<file path="src/rtl/lmem_pkg.sv">
// Shared defaults, bank-select codes and read-tag type for the layer-memory
// arbiter.
package lmem_pkg;

    localparam int LMEM_ADDR_W = 12;
    localparam int LMEM_DATA_W = 20;
    localparam int LMEM_SEL_W  = 3;

    localparam int SEL_NONE = 0;
    localparam int SEL_L0   = 1;
    localparam int SEL_L1   = 3;

    // One stage of the read-return pipeline: is a read in flight, and whose.
    typedef struct packed {
        logic vld;
        logic owner;
    } rd_tag_t;

endpackage

</file>
<file path="src/rtl/rr_arbiter2.sv">
// Two-client round-robin arbiter with a 1-bit priority pointer.
// The pointer hands priority to the losing client after every grant.
module rr_arbiter2
    import lmem_pkg::*;
(
    input  logic clk,
    input  logic reset,
    input  logic en,
    input  logic req0,
    input  logic req1,
    output logic gnt0,
    output logic gnt1
);

    logic prio_q;
    logic prio_d;

    always_comb begin
        gnt0 = 1'b0;
        gnt1 = 1'b0;
        if (!reset && en) begin
            if (req0 && req1) begin
                gnt0 = !prio_q;
                gnt1 = prio_q;
            end else begin
                gnt0 = req0;
                gnt1 = req1;
            end
        end
    end

    always_comb begin
        prio_d = prio_q;
        if (gnt0) begin
            prio_d = 1'b1;
        end else if (gnt1) begin
            prio_d = 1'b0;
        end
    end

    always_ff @(posedge clk) begin
        if (reset) begin
            prio_q <= 1'b0;
        end else begin
            prio_q <= prio_d;
        end
    end

endmodule

</file>
<file path="src/rtl/lmem_arbiter.sv">
// Arbitrates two clients onto one layer memory: registered strobes one cycle
// after grant, read data returned to its owner two cycles after grant.
module lmem_arbiter
    import lmem_pkg::*;
#(
    parameter int ADDR_W = LMEM_ADDR_W,
    parameter int DATA_W = LMEM_DATA_W,
    parameter int SEL_W  = LMEM_SEL_W
) (
    input  logic              clk,
    input  logic              reset,
    input  logic              en,
    input  logic              req0,
    input  logic              req1,
    input  logic              we0,
    input  logic              we1,
    input  logic [ADDR_W-1:0] addr0,
    input  logic [ADDR_W-1:0] addr1,
    input  logic [DATA_W-1:0] wdata0,
    input  logic [DATA_W-1:0] wdata1,
    input  logic [SEL_W-1:0]  sel0,
    input  logic [SEL_W-1:0]  sel1,
    output logic              gnt0,
    output logic              gnt1,
    output logic              rvalid0,
    output logic              rvalid1,
    output logic [DATA_W-1:0] rdata,
    output logic              cwr,
    output logic              crd,
    output logic [ADDR_W-1:0] caddr_wr,
    output logic [ADDR_W-1:0] caddr_rd,
    output logic [DATA_W-1:0] cdata_wr,
    output logic [SEL_W-1:0]  csel,
    input  logic [DATA_W-1:0] cdata_rd
);

    logic              cwr_q, cwr_d;
    logic              crd_q, crd_d;
    logic [ADDR_W-1:0] caddr_wr_q, caddr_wr_d;
    logic [ADDR_W-1:0] caddr_rd_q, caddr_rd_d;
    logic [DATA_W-1:0] cdata_wr_q, cdata_wr_d;
    logic [SEL_W-1:0]  csel_q, csel_d;
    rd_tag_t           tag1_q, tag1_d;
    rd_tag_t           tag2_q, tag2_d;

    logic              gnt_any;
    logic              win_we;
    logic [ADDR_W-1:0] win_addr;
    logic [DATA_W-1:0] win_wdata;
    logic [SEL_W-1:0]  win_sel;

    rr_arbiter2 u_arb (
        .clk   (clk),
        .reset (reset),
        .en    (en),
        .req0  (req0),
        .req1  (req1),
        .gnt0  (gnt0),
        .gnt1  (gnt1)
    );

    always_comb begin
        gnt_any   = gnt0 | gnt1;
        win_we    = gnt1 ? we1    : we0;
        win_addr  = gnt1 ? addr1  : addr0;
        win_wdata = gnt1 ? wdata1 : wdata0;
        win_sel   = gnt1 ? sel1   : sel0;
    end

    // Addresses and write data hold between transactions; strobes do not.
    always_comb begin
        cwr_d      = gnt_any & win_we;
        crd_d      = gnt_any & ~win_we;
        caddr_wr_d = cwr_d ? win_addr : caddr_wr_q;
        caddr_rd_d = crd_d ? win_addr : caddr_rd_q;
        cdata_wr_d = cwr_d ? win_wdata : cdata_wr_q;
        csel_d     = gnt_any ? win_sel : SEL_W'(SEL_NONE);
        tag1_d     = '{vld: crd_d, owner: gnt1};
        tag2_d     = tag1_q;
    end

    always_ff @(posedge clk) begin
        if (reset) begin
            cwr_q      <= 1'b0;
            crd_q      <= 1'b0;
            caddr_wr_q <= '0;
            caddr_rd_q <= '0;
            cdata_wr_q <= '0;
            csel_q     <= '0;
            tag1_q     <= '0;
            tag2_q     <= '0;
        end else begin
            cwr_q      <= cwr_d;
            crd_q      <= crd_d;
            caddr_wr_q <= caddr_wr_d;
            caddr_rd_q <= caddr_rd_d;
            cdata_wr_q <= cdata_wr_d;
            csel_q     <= csel_d;
            tag1_q     <= tag1_d;
            tag2_q     <= tag2_d;
        end
    end

    assign cwr      = cwr_q;
    assign crd      = crd_q;
    assign caddr_wr = caddr_wr_q;
    assign caddr_rd = caddr_rd_q;
    assign cdata_wr = cdata_wr_q;
    assign csel     = csel_q;
    assign rvalid0  = tag2_q.vld & ~tag2_q.owner;
    assign rvalid1  = tag2_q.vld & tag2_q.owner;
    assign rdata    = cdata_rd;

endmodule

</file>
<file path="config.mk">
export PLATFORM = sky130hd
export DESIGN_NAME = lmem_arbiter
export DESIGN_NICKNAME = d
export VERILOG_FILES = /design/src/rtl/lmem_pkg.sv /design/src/rtl/rr_arbiter2.sv /design/src/rtl/lmem_arbiter.sv
export SDC_FILE = /design/constraint.sdc
export NUM_CORES = 1
export LEC_CHECK = 0
export ABC_AREA = 1
export CAP_MARGIN = 25
export CORE_MARGIN = 8
export CORE_UTILIZATION = 35
export DETAILED_ROUTE_END_ITERATION = 12
export PLACE_DENSITY = 0.81
export REMOVE_ABC_BUFFERS = 1
export SLEW_MARGIN = 0
export SYNTH_ARGS = -nofsm -noshare
export SYNTH_HDL_FRONTEND = slang
export SYNTH_SLANG_ARGS = --single-unit
</file>
<file path="constraint.sdc">
create_clock -name clk -period 1.7 [get_ports clk]
set_clock_uncertainty 0.1 [all_clocks]
set_input_delay 0.51 -clock clk [delete_from_list [all_inputs] [get_ports clk]]
set_output_delay 0.51 -clock clk [all_outputs]
set_load 0.03 [all_outputs]
</file>
==> results.sh <==
export IMPL_status="finished, violations left"
export IMPL_failed_checks="negative setup slack"
export IMPL_drive_gt1_frac=0.127
export IMPL_setup_ws_ns=-0.0627
export IMPL_cts_sinks=53
export IMPL_power_density_mw_per_mm2=668
export IMPL_arrival_ns=1.15
export IMPL_cp_slowest_cell="o211ai_1"
export IMPL_rows=33
export IMPL_hpwl_um=7150
export IMPL_hold_depth=2
export IMPL_min_delay_start="tag1_q[0]$_SDFF_PP0_"
export IMPL_grt_max_degree=40
export IMPL_fillers=781
export IMPL_avgRoutedWirePerCell_um=12.7
export IMPL_leakage_nw=2.44
export IMPL_crit_fanout=4
export IMPL_ant_nets=0
export IMPL_path_clk_slew_ns=0.10
export IMPL_crit_top_cell="inv_1"
export IMPL_diodes=0
export IMPL_path_buf_inv=4
export IMPL_ys_ff_latch=53
export IMPL_pre_cts_slack_ns=-0.509
export IMPL_finalCritPeriodShare=1.04
export IMPL_p_total_mw=2.99
export IMPL_crit_path_cell_trace="buf_2 > inv_1 > o211ai_1 > inv_1 > buf_6"
export IMPL_cp_depth=5
export IMPL_maxCapViolations=0
export IMPL_rr_worst_depth=10
export IMPL_cts_htree_levels=2
export IMPL_place_gp_congestion=0.797
export IMPL_num_io_pins=170
export IMPL_cpPeakStageDelay_ns=0.22
export IMPL_ir_drop_v=0.000338
export IMPL_die_height_um=108
export IMPL_grt_pass1_vias=3202
export IMPL_wl_um=9230
export IMPL_cts_buffers=5
export IMPL_synth_warnings=0
export IMPL_worstReg2RegStart="u_arb.prio_q$_SDFFE_PP0P_"
export IMPL_intPower_mw=2.12
export IMPL_syn_area_mm2=0.00294
export IMPL_p_switching_mw=0.868
export IMPL_ff2ff_setup_slack_ns=0.09
export IMPL_r2r_end="u_arb.prio_q$_SDFFE_PP0P_"
export IMPL_vias=3157
export IMPL_io_buffers=129
export IMPL_initial_utilization=0.360
export IMPL_cts_tree="yes"
export IMPL_ys_types=18
export IMPL_drtIter0Drc=101
export IMPL_drc=0
export IMPL_ctsRootBufferMaster="clkbuf_8"
export IMPL_hold_path_end="tag2_q[0]$_SDFF_PP0_"
export IMPL_rsz0062_at_grt="yes"
export IMPL_drv_slew=0
export IMPL_clk_latency_ns=0.30
export IMPL_switching_share=0.291
export IMPL_nNetsFinal=718
export IMPL_start_kind="input port"
export IMPL_hold_class="reg -> reg"
export IMPL_ys_seq_area_frac=0.360
export IMPL_hold_viol=0
export IMPL_setup_viol=3
export IMPL_syn2layout_area_growth_pct=51.9
export IMPL_path_delay_family="buffers and inverters"
export IMPL_die_x_um=108
export IMPL_worst_pin_slew_ns=0.325
export IMPL_grt_usage=0.156
export IMPL_dieArea_mm2=0.0116
export IMPL_layout_min_cycle_time_ns=1.76
export IMPL_avgSynthCellArea_um2=5.89
export IMPL_clockBufferDepth=2
export IMPL_fmax_mhz=567
export IMPL_avgViaCountPerCell=4.34
export IMPL_seqPwrFrac=0.447
export IMPL_core_area_mm2=0.00818
export IMPL_grt_pass1_wl_um=14800
export IMPL_crit_type="in -> out"
export IMPL_overflow=0
export IMPL_antenna_found_initial=0
export IMPL_finalSetupTns_ns=-0.113
export IMPL_comb_power_share=0.263
export IMPL_clkPwrFrac=0.290
export IMPL_cp_required_ns=1.09
export IMPL_synthCells=500
export IMPL_slew_headroom=0.784
export IMPL_firstDrtPassIters=4
export IMPL_endpoint_kind="primary output"
[Yosys cell counts]
cell,count,area (um^2)
a21oi_1,1,5.00
buf_2,13,65.1
buf_4,22,165
clkbuf_1,9,33.8
clkinv_1,1,3.75
dfxtp_1,53,1060
inv_1,96,360
inv_2,6,22.5
nand2_1,179,672
nand3_1,22,110
nand3_2,2,20.0
nand3_4,1,17.5
nand4_1,13,81.3
nor2_1,76,285
nor2_4,1,11.3
o211ai_1,1,7.51
o21a_1,1,7.51
o21ai_0,3,15.0
[flip-flops by register name, summed over array words and instances, names as in the netlist]
signal and count:
cdata_wr 20, caddr_rd 12, caddr_wr 12, csel 3, tag1_q 2, tag2_q 2, cwr 1, u_arb.prio_q 1
[layout by cell type (no fill, tap or decap)]
cell,synthesis,routed
o211ai_1,1,1
buf_2,13,3
inv_1,96,94
dfxtp_1,53,52
nand2_2,0,1
dlygate4sd2_1,0,9
dfxtp_2,0,1
clkbuf_16,0,1
nand3_4,1,2
inv_2,6,8
clkdlybuf4s15_2,0,1
a21oi_1,1,1
nand2_1,179,178
nor2_1,76,76
nand4_1,13,13
o21a_2,0,1
clkbuf_8,0,5
clkinvlp_4,0,1
clkdlybuf4s15_1,0,21
clkinv_4,0,1
clkinv_1,1,1
nor2_4,1,1
buf_6,0,4
o21ai_0,3,3
clkdlybuf4s50_1,0,72
buf_12,0,9
clkbuf_2,0,15
bufinv_16,0,1
nand3_1,22,22
buf_4,22,23
nand3_2,2,1
[layer usage]
layer / vias to the layer above / global-route usage / routed length (um)
li1: 1656 / - / -
met1: 1382 / 0.171 / 3800
met2: 115 / 0.268 / 4400
met3: 4 / 0.0719 / 980
met4: 0 / 0.0307 / 44
met5: - / 0.0134 / 0
[cell type report]
cell class | instances | area, um^2 | share of cell area
timing repair buffer | 158 | 1530 | 0.343
clock inverter | 3 | 46.3 | 0.0103
tap | 105 | 131 | 0.0294
sequential | 53 | 1060 | 0.237
multi-input combinational | 300 | 1240 | 0.278
inverter | 103 | 387 | 0.0864
clock buffer | 5 | 68.8 | 0.0154
[worst max path at each step]
stage / startpoint / end / slack, ns
after detailed placement: en / cdata_wr[15]$_SDFFE_PP0P_ / -0.51
after floorplan: req0 / gnt1 / -0.69
after CTS: u_arb.prio_q$_SDFFE_PP0P_ / gnt0 / -0.05
after global routing: u_arb.prio_q$_SDFFE_PP0P_ / gnt0 / -0.11
after global placement: req1 / gnt0 / -0.48
final: req1 / gnt0 / -0.06
[logic make-up after synthesis]
logic type,count (synthesis),share of synthesized area
buf+inv,147,0.221
compound gates,6,0.0119
simple gates,294,0.407
flops,53,0.360
[power by group through the flow]
| stage | clock [mW] | sequential, mW | combinational, mW |
|---|---|---|---|
| after floorplan | 0 | 1.48 | 0.254 |
| after global placement | 0 | 1.36 | 0.790 |
| after detailed placement | 0 | 1.36 | 0.805 |
| after CTS | 0.905 | 1.34 | 0.783 |
| after global routing | 0.963 | 1.34 | 0.864 |
| final | 0.867 | 1.34 | 0.785 |
[timing repair]
item,4_1_cts,5_1_grt
hold buffers,0,0
hold endpoints to repair,0,0
cloned,0,1
resized for setup,75,46
pin swaps,4,1
setup buffers,6,1
endpoints found under the setup margin,93,43
[per-stage QoR]
stage	instance area (um^2)	std cells	utilization	hold WS, ns
3_3_place_gp	4350	711	0.532	0.300
4_1_cts	4470	725	0.547	0.325
3_5_place_dp	4350	711	0.532	0.309
2_1_floorplan	2680	456	-	0.288
6_report	4470	727	0.547	0.325
5_1_grt	4470	727	0.547	0.347
[worst min-delay path, delay by kind of cell (launching register included)]
family        cells  cell delay, ns
simple gates      1            0.03
flops             1            0.32
buf+inv           1            0.04
No activity file was read; power rests on OpenSTA's default activity.
